## config.mk

```make
export PLATFORM = sky130hd
export DESIGN_NAME = bk_chain_adder_flat
export DESIGN_NICKNAME = d
export VERILOG_FILES = /design/src/rtl/bk_chain_pkg.sv /design/src/rtl/bk_chain_adder_if.sv /design/src/rtl/bk_slice_add.sv /design/src/rtl/bk_chain_adder.sv /design/src/flat_wrapper.sv
export SDC_FILE = /design/constraint.sdc
export NUM_CORES = 1
export LEC_CHECK = 0
export CORE_ASPECT_RATIO = 0.75
export CORE_MARGIN = 2
export CORE_UTILIZATION = 30
export CTS_BUF_LIST = sky130_fd_sc_hd__clkbuf_8
export DETAILED_ROUTE_END_ITERATION = 6
export SKIP_LAST_GASP = 1
export SLEW_MARGIN = 20
export SYNTH_ARGS = -nofsm -noshare
export SYNTH_HDL_FRONTEND = slang
export SYNTH_SLANG_ARGS = --single-unit
```

## constraint.sdc

```tcl
create_clock -name clk -period 6.65 [get_ports clk]
set_input_delay 1.6625 -clock clk [delete_from_list [all_inputs] [get_ports clk]]
set_output_delay 1.6625 -clock clk [all_outputs]
set_load 0.02 [all_outputs]
```

## src/rtl/bk_chain_pkg.sv

```systemverilog
// Shared types and defaults for the multi-precision Brent-Kung chain adder.
package bk_chain_pkg;

  typedef enum logic [1:0] {
    IDLE,
    RUN,
    DONE
  } bk_state_t;

  localparam int BK_WIDTH  = 6;
  localparam int BK_SLICES = 4;

  // Load counters must be able to hold the value SLICES itself ("operand full").
  function automatic int cnt_width(input int slices);
    return $clog2(slices + 1);
  endfunction

endpackage

```

## src/rtl/bk_chain_adder_if.sv

```systemverilog
// Slice-serial load/start/result bus of bk_chain_adder.
// The optional sub port exists only when BK_CHAIN_SUB_EN is defined.
interface bk_chain_adder_if
  import bk_chain_pkg::*;
#(
  parameter int WIDTH = BK_WIDTH
);
  logic             in_valid;
  logic             in_is_b;
  logic [WIDTH-1:0] in_data;
  logic             start;
  logic             cin;
`ifdef BK_CHAIN_SUB_EN
  logic             sub;
`endif
  logic             busy;
  logic             out_valid;
  logic [WIDTH-1:0] out_data;
  logic             out_last;
  logic             cout;
  logic             err;

  modport master (
`ifdef BK_CHAIN_SUB_EN
    output sub,
`endif
    output in_valid, in_is_b, in_data, start, cin,
    input  busy, out_valid, out_data, out_last, cout, err
  );

  modport slave (
`ifdef BK_CHAIN_SUB_EN
    input  sub,
`endif
    input  in_valid, in_is_b, in_data, start, cin,
    output busy, out_valid, out_data, out_last, cout, err
  );

endinterface

```

## src/rtl/bk_slice_add.sv

```systemverilog
// Combinational WIDTH-bit Brent-Kung adder with carry in and carry out.
module bk_slice_add
  import bk_chain_pkg::*;
#(
  parameter int WIDTH = BK_WIDTH
) (
  input  logic [WIDTH-1:0] a,
  input  logic [WIDTH-1:0] b,
  input  logic             cin,
  output logic [WIDTH-1:0] sum,
  output logic             cout
);

  localparam int LVLS = (WIDTH > 1) ? $clog2(WIDTH) : 1;

  // cin is folded into bit 0's generate, so the prefix tree yields every carry directly.
  always_comb begin
    logic [WIDTH-1:0] p;
    logic [WIDTH-1:0] gp;
    logic [WIDTH-1:0] pp;
    logic [WIDTH:0]   c;
    int               d;
    int               src;
    p     = a ^ b;
    gp    = a & b;
    gp[0] = gp[0] | (p[0] & cin);
    pp    = p;
    for (int l = 0; l < LVLS; l++) begin
      d = 1 << l;
      for (int i = 0; i < WIDTH; i++) begin
        src = (i >= d) ? i - d : 0;
        if (((i + 1) % (2 * d)) == 0) begin
          gp[i] = gp[i] | (pp[i] & gp[src]);
          pp[i] = pp[i] & pp[src];
        end
      end
    end
    for (int l = LVLS - 1; l >= 0; l--) begin
      d = 1 << l;
      for (int i = 0; i < WIDTH; i++) begin
        src = (i >= d) ? i - d : 0;
        if ((((i + 1) % (2 * d)) == d) && ((i + 1) >= 3 * d)) begin
          gp[i] = gp[i] | (pp[i] & gp[src]);
        end
      end
    end
    c    = {gp, cin};
    sum  = p ^ c[WIDTH-1:0];
    cout = c[WIDTH];
  end

endmodule

```

## src/rtl/bk_chain_adder.sv

```systemverilog
// Slice-serial multi-precision adder: loads A/B one slice per cycle, streams A+B out LSB first.
// Define BK_CHAIN_SUB_EN to add a sub input that computes A-B instead.
module bk_chain_adder
  import bk_chain_pkg::*;
#(
  parameter int WIDTH  = BK_WIDTH,
  parameter int SLICES = BK_SLICES
) (
  input logic               clk,
  input logic               rst_n,
  bk_chain_adder_if.slave   bus
);

  localparam int CW = cnt_width(SLICES);
  localparam int KW = (SLICES > 1) ? $clog2(SLICES) : 1;
  localparam logic [CW-1:0] FULL = CW'(SLICES);
  localparam logic [KW-1:0] LAST = KW'(SLICES - 1);

  bk_state_t        state, next_state;
  logic [WIDTH-1:0] a_reg [SLICES];
  logic [WIDTH-1:0] b_reg [SLICES];
  logic [CW-1:0]    a_cnt, b_cnt;
  logic [KW-1:0]    k;
  logic             carry;
  logic             busy_q, out_valid_q, out_last_q, cout_q, err_q;
  logic [WIDTH-1:0] out_data_q;
  logic             go, start_err, load_a, load_b, load_err;
  logic [WIDTH-1:0] b_op, slice_sum;
  logic             slice_cout;
`ifdef BK_CHAIN_SUB_EN
  logic             sub_r;
  assign b_op = b_reg[k] ^ {WIDTH{sub_r}};
`else
  assign b_op = b_reg[k];
`endif

  bk_slice_add #(.WIDTH(WIDTH)) u_slice_add (
    .a    (a_reg[k]),
    .b    (b_op),
    .cin  (carry),
    .sum  (slice_sum),
    .cout (slice_cout)
  );

  always_ff @(posedge clk or negedge rst_n) begin
    if (!rst_n) state <= IDLE;
    else        state <= next_state;
  end

  // start is judged on the counts before any same-cycle load lands.
  always_comb begin
    next_state = state;
    go         = 1'b0;
    start_err  = 1'b0;
    load_a     = 1'b0;
    load_b     = 1'b0;
    load_err   = 1'b0;
    case (state)
      IDLE: begin
        if (bus.in_valid) begin
          if (bus.in_is_b) begin
            if (b_cnt == FULL) load_err = 1'b1;
            else               load_b   = 1'b1;
          end else begin
            if (a_cnt == FULL) load_err = 1'b1;
            else               load_a   = 1'b1;
          end
        end
        if (bus.start) begin
          if ((a_cnt == FULL) && (b_cnt == FULL)) begin
            go         = 1'b1;
            next_state = RUN;
          end else begin
            start_err = 1'b1;
          end
        end
      end
      RUN: begin
        load_err = bus.in_valid;
        if (k == LAST) next_state = DONE;
      end
      DONE: begin
        load_err   = bus.in_valid;
        next_state = IDLE;
      end
      default: next_state = IDLE;
    endcase
  end

  always_ff @(posedge clk or negedge rst_n) begin
    if (!rst_n) begin
      for (int s = 0; s < SLICES; s++) begin
        a_reg[s] <= '0;
        b_reg[s] <= '0;
      end
      a_cnt       <= '0;
      b_cnt       <= '0;
      k           <= '0;
      carry       <= 1'b0;
      busy_q      <= 1'b0;
      out_valid_q <= 1'b0;
      out_data_q  <= '0;
      out_last_q  <= 1'b0;
      cout_q      <= 1'b0;
      err_q       <= 1'b0;
`ifdef BK_CHAIN_SUB_EN
      sub_r       <= 1'b0;
`endif
    end else begin
      if (load_a) begin
        a_reg[a_cnt[KW-1:0]] <= bus.in_data;
        a_cnt                <= a_cnt + 1'b1;
      end
      if (load_b) begin
        b_reg[b_cnt[KW-1:0]] <= bus.in_data;
        b_cnt                <= b_cnt + 1'b1;
      end
      if (load_err || start_err) err_q <= 1'b1;
      case (state)
        IDLE: begin
          if (go) begin
            k      <= '0;
            busy_q <= 1'b1;
`ifdef BK_CHAIN_SUB_EN
            sub_r  <= bus.sub;
            carry  <= bus.sub | bus.cin;
`else
            carry  <= bus.cin;
`endif
          end
        end
        RUN: begin
          out_valid_q <= 1'b1;
          out_data_q  <= slice_sum;
          carry       <= slice_cout;
          k           <= k + 1'b1;
          out_last_q  <= (k == LAST);
          cout_q      <= (k == LAST) & slice_cout;
        end
        DONE: begin
          out_valid_q <= 1'b0;
          out_last_q  <= 1'b0;
          cout_q      <= 1'b0;
          busy_q      <= 1'b0;
          a_cnt       <= '0;
          b_cnt       <= '0;
          k           <= '0;
        end
        default: ;
      endcase
    end
  end

  assign bus.busy      = busy_q;
  assign bus.out_valid = out_valid_q;
  assign bus.out_data  = out_data_q;
  assign bus.out_last  = out_last_q;
  assign bus.cout      = cout_q;
  assign bus.err       = err_q;

endmodule

```

## src/flat_wrapper.sv

```systemverilog
// flat-port wrapper written by rule: the top's interface ports become plain ports
module bk_chain_adder_flat import bk_chain_pkg::*;
#(
  parameter int WIDTH  = BK_WIDTH,
  parameter int SLICES = BK_SLICES
)
  (clk, rst_n, bus_in_valid, bus_in_is_b, bus_in_data, bus_start, bus_cin, bus_busy, bus_out_valid, bus_out_data, bus_out_last, bus_cout, bus_err);
  bk_chain_adder_if #(.WIDTH(WIDTH)) bus_i ();
  input logic clk;
  input logic rst_n;
  input wire logic [$bits(bus_i.in_valid)-1:0] bus_in_valid;
  input wire logic [$bits(bus_i.in_is_b)-1:0] bus_in_is_b;
  input wire logic [$bits(bus_i.in_data)-1:0] bus_in_data;
  input wire logic [$bits(bus_i.start)-1:0] bus_start;
  input wire logic [$bits(bus_i.cin)-1:0] bus_cin;
  output wire logic [$bits(bus_i.busy)-1:0] bus_busy;
  output wire logic [$bits(bus_i.out_valid)-1:0] bus_out_valid;
  output wire logic [$bits(bus_i.out_data)-1:0] bus_out_data;
  output wire logic [$bits(bus_i.out_last)-1:0] bus_out_last;
  output wire logic [$bits(bus_i.cout)-1:0] bus_cout;
  output wire logic [$bits(bus_i.err)-1:0] bus_err;
  assign bus_i.in_valid = bus_in_valid;
  assign bus_i.in_is_b = bus_in_is_b;
  assign bus_i.in_data = bus_in_data;
  assign bus_i.start = bus_start;
  assign bus_i.cin = bus_cin;
  assign bus_busy = bus_i.busy;
  assign bus_out_valid = bus_i.out_valid;
  assign bus_out_data = bus_i.out_data;
  assign bus_out_last = bus_i.out_last;
  assign bus_cout = bus_i.cout;
  assign bus_err = bus_i.err;
  bk_chain_adder #(.WIDTH(WIDTH), .SLICES(SLICES)) u_core (.clk(clk), .rst_n(rst_n), .bus(bus_i));
endmodule
```

==> impl_results.md, run 1 <==
* Worst R2R Start: u_core.k[0]
* Post-DP HPWL at 4720 um
* Pwr Density at 496 mW/mm^2
* Worst Path Arrival at 3.44 ns
* Synth top area cells: dfrtp_1 50%, mux2_2 10%, mux4_2 7.8%, ha_1 6.1%, mux2_4 5.2%
* Post-synthesis sequential area ratio at 0.503
* Critical path's slowest cell: dfrtp_1
* TNS Setup at 0 ns
* Die W at 128 um
* Wire per inst at 16.3 um
* GRT Total Usage at 0.123
* Share of cells above drive strength 1 at 0.276
* Number of synthesized register bits at 70
* Fin. max-slew vios at 0
* Post-CTS sizing at 0
* Maxcap violations at 0
* Clock Latency Late Sink at 0.35 ns
* N_diodes at 0
* Via count at 1977
* Period utilization at 0.482
* Number of global-route vias before repair at 2127
* Outcome: finished clean
* Min Tclk post-route at 3.20 ns
* Drt total wl at 6950 um
* Hold Fails Final Rpt at 0
* Final core utilization at 0.355
* Yosys warns at 0
* Worst hold path endpoint: u_core.bus.err
* Die Ht at 97.3 um
* GP Congestion at 0.735
* Leakage at 1.84 nW
* Final net count at 311
* Final Instance Area at 0.00406 mm^2
* Vias per std cell at 4.63
* Setup crit end kind: flip-flop
* Pre-CTS WS at 3.28 ns
* Most common cell after layout, fill and taps aside: dfrtp_1
* Syn avg cell area at 13.8 um^2
* Final ANT Viol Nets at 0
* Top Ports at 23
* Library cells used by synthesis at 37
* Area leader, netlist: dfrtp_1
* Gate Count Post-Synth at 252
* Clock Path Buffers at 2
* Hold Path Class: flip-flop to flip-flop
* Hold path depth at 2
* Crit-path most repeated cell: fa_1
* Largest net degree at the start of global routing at 71
* Final setup vio count at 0
* Yosys top cell area share at 0.503
* Worst R2R Path Depth at 9
* CTS tree: yes
* Reg2reg end: u_core.bus.out_data[4]
* Bufs and invs on worst path at 2
* RSZ-0062 raised after global routing: false
* # hold bufs at CTS at 0
* Min-Delay Startpoint: u_core.bus.err
* Global-route wire length before repair at 11400 um
* CTS Root Cell: clkbuf_8
* Crit start category: flip-flop
* Fin worst setup slack at 3.45 ns
* Cell Chain, Critical Path: mux4_2 -> inv_1 -> fa_1 -> inv_1 -> fa_1 -> nand3_1 -> nand2_1 -> fa_1 -> mux2_2
* Clk_skew at 0.00760 ns
* I/O Buffers at 22
* Setup CP Type: flip-flop to flip-flop
* Worst Path Required at 6.89 ns
* Commonest non-fill, non-tap cells in the layout: 70 x dfrtp_1, 31 x mux2_2, 23 x inv_1, 21 x clkdlybuf4s50_1, 17 x ha_1
* Drt first pass iters at 4
* Tightest Pin Transition at 0.888 ns
* Area Overhead vs Synth at 16.6%
* Synthesized area at 0.00348 mm^2
* Num rows at 34
* # DRC at 0
* Maximum operating frequency at 0.312 GHz
* Relative max-transition margin at 0.408
* Worst-path clk slew at 0.07 ns
* Number of DRC markers in iteration 0 at 101
* Max incr delay on CP at 0.92 ns
* Grt total ovfl at 0
* Starting density of the core at 0.304
* Clock sinks at 70
* Worst R2R Setup Slack at 3.45 ns
* Top cell family by delay on the critical path: adder cells
* H-tree levels at 3
* Core footprint at 0.0114 mm^2
* Net Count, Synth at 285
* Number of CTS-inserted buffers at 9
* Initial antenna violation count at 0
* Die area at 0.0125 mm^2
* Post-DP Area at 0.00384 mm^2
* Post-CTS Setup Repair Bufs at 0
* Peak VDD IR at 153 uV
* CP max FO at 15
[power by group]
part | internal [mW] | switching, mW
registers | 0.623 | 0.140
logic | 0.474 | 0.405
clock network | 0.217 | 0.154
[worst max path at each step]
stage	startpoint	endpoint	slack (ns)	cells past startpoint
final	u_core.k[0]	u_core.bus.out_data[4]	3.45	9
after global routing	u_core.k[0]	u_core.bus.out_data[5]	3.17	10
after CTS	u_core.k[0]	u_core.bus.out_data[4]	3.35	9
after detailed placement	bus_in_is_b	u_core.b_reg[20]	3.28	4
after global placement	bus_in_valid	u_core.b_reg[19]	3.30	4
after floorplan	u_core.k[0]	u_core.bus.out_data[4]	3.95	8
[kinds of logic after synthesis]
group | count (synthesis) | synth area share
simple gates | 36 | 0.0589
fa+ha+maj | 21 | 0.0841
flops | 70 | 0.503
compound gates | 23 | 0.0374
xor+xnor | 6 | 0.0151
buf+inv | 29 | 0.0341
mux | 67 | 0.267
[Yosys cell counts (all sizes together)]
| cell type | count |
|---|---|
| dfrtp | 70 |
| mux2 | 52 |
| inv | 21 |
| ha | 17 |
| mux4 | 12 |
| a21oi | 11 |
| nand2 | 11 |
| nor2 | 9 |
| buf | 7 |
| o21ai | 6 |
| fa | 4 |
| nand3 | 4 |
| xnor2 | 4 |
| and3 | 3 |
| mux2i | 3 |
| a31oi | 2 |
| and2 | 2 |
| nand2b | 2 |
| o22ai | 2 |
| xor2 | 2 |
| a21o | 1 |
| a311oi | 1 |
| and2b | 1 |
| and3b | 1 |
| clkbuf | 1 |
| nand3b | 1 |
| nand4 | 1 |
| nor4b | 1 |
[metrics by stage]
stage | power, mW | cells | hold WS (ns)
2_1_floorplan | 1.38 | 252 | 0.453
3_3_place_gp | 1.62 | 411 | 0.461
3_5_place_dp | 1.66 | 411 | 0.474
4_1_cts | 2.04 | 427 | 0.490
5_1_grt | 2.17 | 427 | 0.506
6_report | 2.01 | 427 | 0.482
[worst min-delay path: stages, from the launching register on]
cell	delay, ns
dfrtp_1	0.35
a31oi_1	0.04
o21ai_0	0.06
[routing by layer]
layer,up-vias,routed length (um),track usage
li1,937,-,-
met1,991,3590,0.178
met2,39,2990,0.171
met3,10,284,0.0430
met4,0,88,0.0397
met5,-,0,0
[final cells by class]
type                            count  area [um^2]
Sequential cell                    70         1750
Tap cell                          144          180
Multi-Input combinational cell    153         1610
Inverter                           21         78.8
Clock buffer                       10          138
Fill cell                        1098         7380
Clock inverter                      6         77.6
Timing Repair Buffer               23          223
No activity file was read; power rests on OpenSTA's default activity.
==> run 2: changes to the inputs <==
==> constraint.sdc (replaced) <==
create_clock -name clk -period 2.95 [get_ports clk]
set_input_delay 0.7375 -clock clk [delete_from_list [all_inputs] [get_ports clk]]
set_output_delay 0.7375 -clock clk [all_outputs]
set_load 0.02 [all_outputs]
==> run 2 against run 1 <==
Effect of this change: combinational power grew 130%; routed wire length increased by 1.9%; hold slack lost 0.084 ns; sequential share of layout area decreased by 0.080 points; worst setup slack got worse by 3.2 ns; critical path depth fell by 2; flip-flop and latch count is the same; clock skew decreased by 0.0015 ns; non-clock buffer count up 2; utilization rose by 0.066 points; die area did not move; critical endpoint unchanged; largest cell class unchanged.
==> impl_results.md, run 2 (same netlist as run 1, synthesis figures left out) <==
* Outcome: finished clean (unchanged)
* Die area at 0.0125 mm^2 (unchanged)
* Share of cells above drive strength 1 at 0.280 (was 0.276)
* Number of global-route vias before repair at 2101 (was 2127)
* Grt total ovfl at 0 (unchanged)
* N_diodes at 0 (unchanged)
* I/O Buffers at 22 (unchanged)
* Setup CP Type: flip-flop to flip-flop (unchanged)
* Crit-path most repeated cell: fa_1 (unchanged)
* Core footprint at 0.0114 mm^2 (unchanged)
* GP Congestion at 0.753 (was 0.735)
* Clock Latency Late Sink at 0.35 ns (about the same)
* Starting density of the core at 0.304 (unchanged)
* Clock Path Buffers at 2 (unchanged)
* Critical path's slowest cell: mux4_2 (was dfrtp_1)
* Die W at 128 um (unchanged)
* Reg2reg end: u_core.bus.out_data[4] (unchanged)
* Post-DP HPWL at 4840 um (was 4720 um)
* Top Ports at 23 (unchanged)
* Leakage at 1.83 nW (was 1.84 nW)
* Placed cells at 413 (was 411)
* Post-CTS Setup Repair Bufs at 0 (unchanged)
* Initial antenna violation count at 0 (unchanged)
* Peak VDD IR at 318 uV (was 153 uV)
* Fin worst setup slack at 0.232 ns (was 3.45 ns)
* H-tree levels at 3 (unchanged)
* Worst Path Arrival at 2.96 ns (was 3.44 ns)
* Most common cell after layout, fill and taps aside: dfrtp_1 (unchanged)
* Maximum operating frequency at 0.368 GHz (was 0.312 GHz)
* Maxcap violations at 0 (unchanged)
* # DRC at 0 (unchanged)
* Worst R2R Path Depth at 7 (was 9)
* Die Ht at 97.3 um (unchanged)
* Number of CTS-inserted buffers at 9 (unchanged)
* Final ANT Viol Nets at 0 (unchanged)
* Worst R2R Setup Slack at 0.23 ns (was 3.45 ns)
* Pwr Density at 1110 mW/mm^2 (was 496 mW/mm^2)
* Area Overhead vs Synth at 16.8% (was 16.6%)
* Fin. max-slew vios at 0 (unchanged)
* Vias per std cell at 4.68 (was 4.63)
* Period utilization at 0.921 (was 0.482)
* RSZ-0062 raised after global routing: false (unchanged)
* Setup crit end kind: flip-flop (unchanged)
* GRT Total Usage at 0.125 (was 0.123)
* Worst-path clk slew at 0.07 ns (about the same)
* Final net count at 313 (was 311)
* Post-CTS sizing at 0 (unchanged)
* Clk_skew at 0.00608 ns (was 0.00760 ns)
* CTS Root Cell: clkbuf_8 (unchanged)
* Largest net degree at the start of global routing at 71 (unchanged)
* Min Tclk post-route at 2.72 ns (was 3.20 ns)
* Clock sinks at 70 (unchanged)
* Crit start category: flip-flop (unchanged)
* Cell Chain, Critical Path: buf_4 -> mux4_2 -> fa_1 -> nand3_1 -> nand2_1 -> fa_1 -> mux2_2 (was mux4_2 -> inv_1 -> fa_1 -> inv_1 -> fa_1 -> nand3_1 -> nand2_1 -> fa_1 -> mux2_2)
* Num rows at 34 (unchanged)
* Global-route wire length before repair at 11600 um (was 11400 um)
* Commonest non-fill, non-tap cells in the layout: 70 x dfrtp_1, 31 x mux2_2, 21 x inv_1, 21 x clkdlybuf4s50_1, 17 x ha_1 (was 70 x dfrtp_1, 31 x mux2_2, 23 x inv_1, 21 x clkdlybuf4s50_1, 17 x ha_1)
* Drt first pass iters at 4 (unchanged)
* Worst Path Required at 3.19 ns (was 6.89 ns)
* Worst R2R Start: u_core.k[0] (unchanged)
* Final setup vio count at 0 (unchanged)
* Hold WS at 0.399 ns (was 0.482 ns)
* Pre-CTS WS at 0.212 ns (was 3.28 ns)
* Total Power at 4.50 mW (was 2.01 mW)
* Max incr delay on CP at 0.55 ns (was 0.92 ns)
* CP max FO at 10 (was 15)
* TNS Setup at 0 ns (unchanged)
* Wire per inst at 16.6 um (was 16.3 um)
* Number of DRC markers in iteration 0 at 136 (was 101)
* Relative max-transition margin at 0.629 (was 0.408)
* CTS tree: yes (unchanged)
* Drt total wl at 7090 um (was 6950 um)
* Tightest Pin Transition at 0.554 ns (was 0.888 ns)
* Hold Path Class: input pin to asynchronous set/reset pin (was flip-flop to flip-flop)
* Hold Fails Final Rpt at 0 (unchanged)
* Via count at 1992 (was 1977)
* # hold bufs at CTS at 0 (unchanged)
* Non-filler instance count after layout at 426 (was 427)
## run 2: cell count changes in the layout (fill, tap and decap cells not counted), sizes merged
cell    previous run  this run
buf                2         4
clkbuf            10        12
bufinv             2         1
clkinv             2         0
inv               23        21
## run 2: how the worst max path moves through the flow
stage / startpoint / endpoint / slack (ns) / depth (start not counted)
floorplan: u_core.k[0] / u_core.bus.out_data[4] / 0.25 / 8
global placement: u_core.k[0] / u_core.bus.out_data[4] / 0.25 / 7
detailed placement: u_core.k[0] / u_core.bus.out_data[4] / 0.21 / 7
CTS: u_core.k[0] / u_core.bus.out_data[4] / 0.20 / 7
global route: u_core.k[0] / u_core.bus.out_data[5] / 0.03 / 8
finish: u_core.k[0] / u_core.bus.out_data[4] / 0.23 / 7
## run 2: per-stage QoR
stage	cell area (um^2)	utilization
floorplan	3480	-
global placement	3870	0.338
detailed placement	3870	0.338
CTS	4070	0.355
global route	4070	0.355
finish	4070	0.355
## run 2: final cells by class
type                       instances  area (um^2)
multi-input combinational        153         1610
fill                            1090         7380
sequential                        70         1750
inverter                          21         78.8
clock buffer                      12          165
clock inverter                     1         30.0
timing repair buffer              25          250
tap                              144          180
## run 2: metal layers
| layer | share of wire | global-route usage | vias up |
|---|---|---|---|
| li1 | - | - | 935 |
| met5 | 0 | 0 | - |
| met1 | 0.50 | 0.171 | 1016 |
| met2 | 0.45 | 0.187 | 31 |
| met3 | 0.041 | 0.0374 | 10 |
| met4 | 0.014 | 0.0431 | 0 |
## run 2: worst max-delay path: cells and delay by family (launching register included)
kind / cells / cell delay [ns]
buffers and inverters: 1 / 0.29
and+or+nand+nor: 2 / 0.17
DFF: 1 / 0.46
adders and majority gates: 2 / 0.88
muxes: 2 / 0.81
## run 2: report_power, final
| part | switching, mW | internal [mW] |
|---|---|---|
| combinational | 0.939 | 1.08 |
| clock | 0.345 | 0.446 |
| sequential | 0.279 | 1.41 |
==> run 3: changes to the inputs <==
--- a/config.mk
+++ b/config.mk
@@ -5,6 +5,7 @@
 export SDC_FILE = /design/constraint.sdc
 export NUM_CORES = 1
 export LEC_CHECK = 0
+export CAP_MARGIN = 20
 export CORE_ASPECT_RATIO = 0.75
 export CORE_MARGIN = 2
 export CORE_UTILIZATION = 30
==> results of run 3 <==
No change in the layout: final DEF, timing and power equal those of run 2.
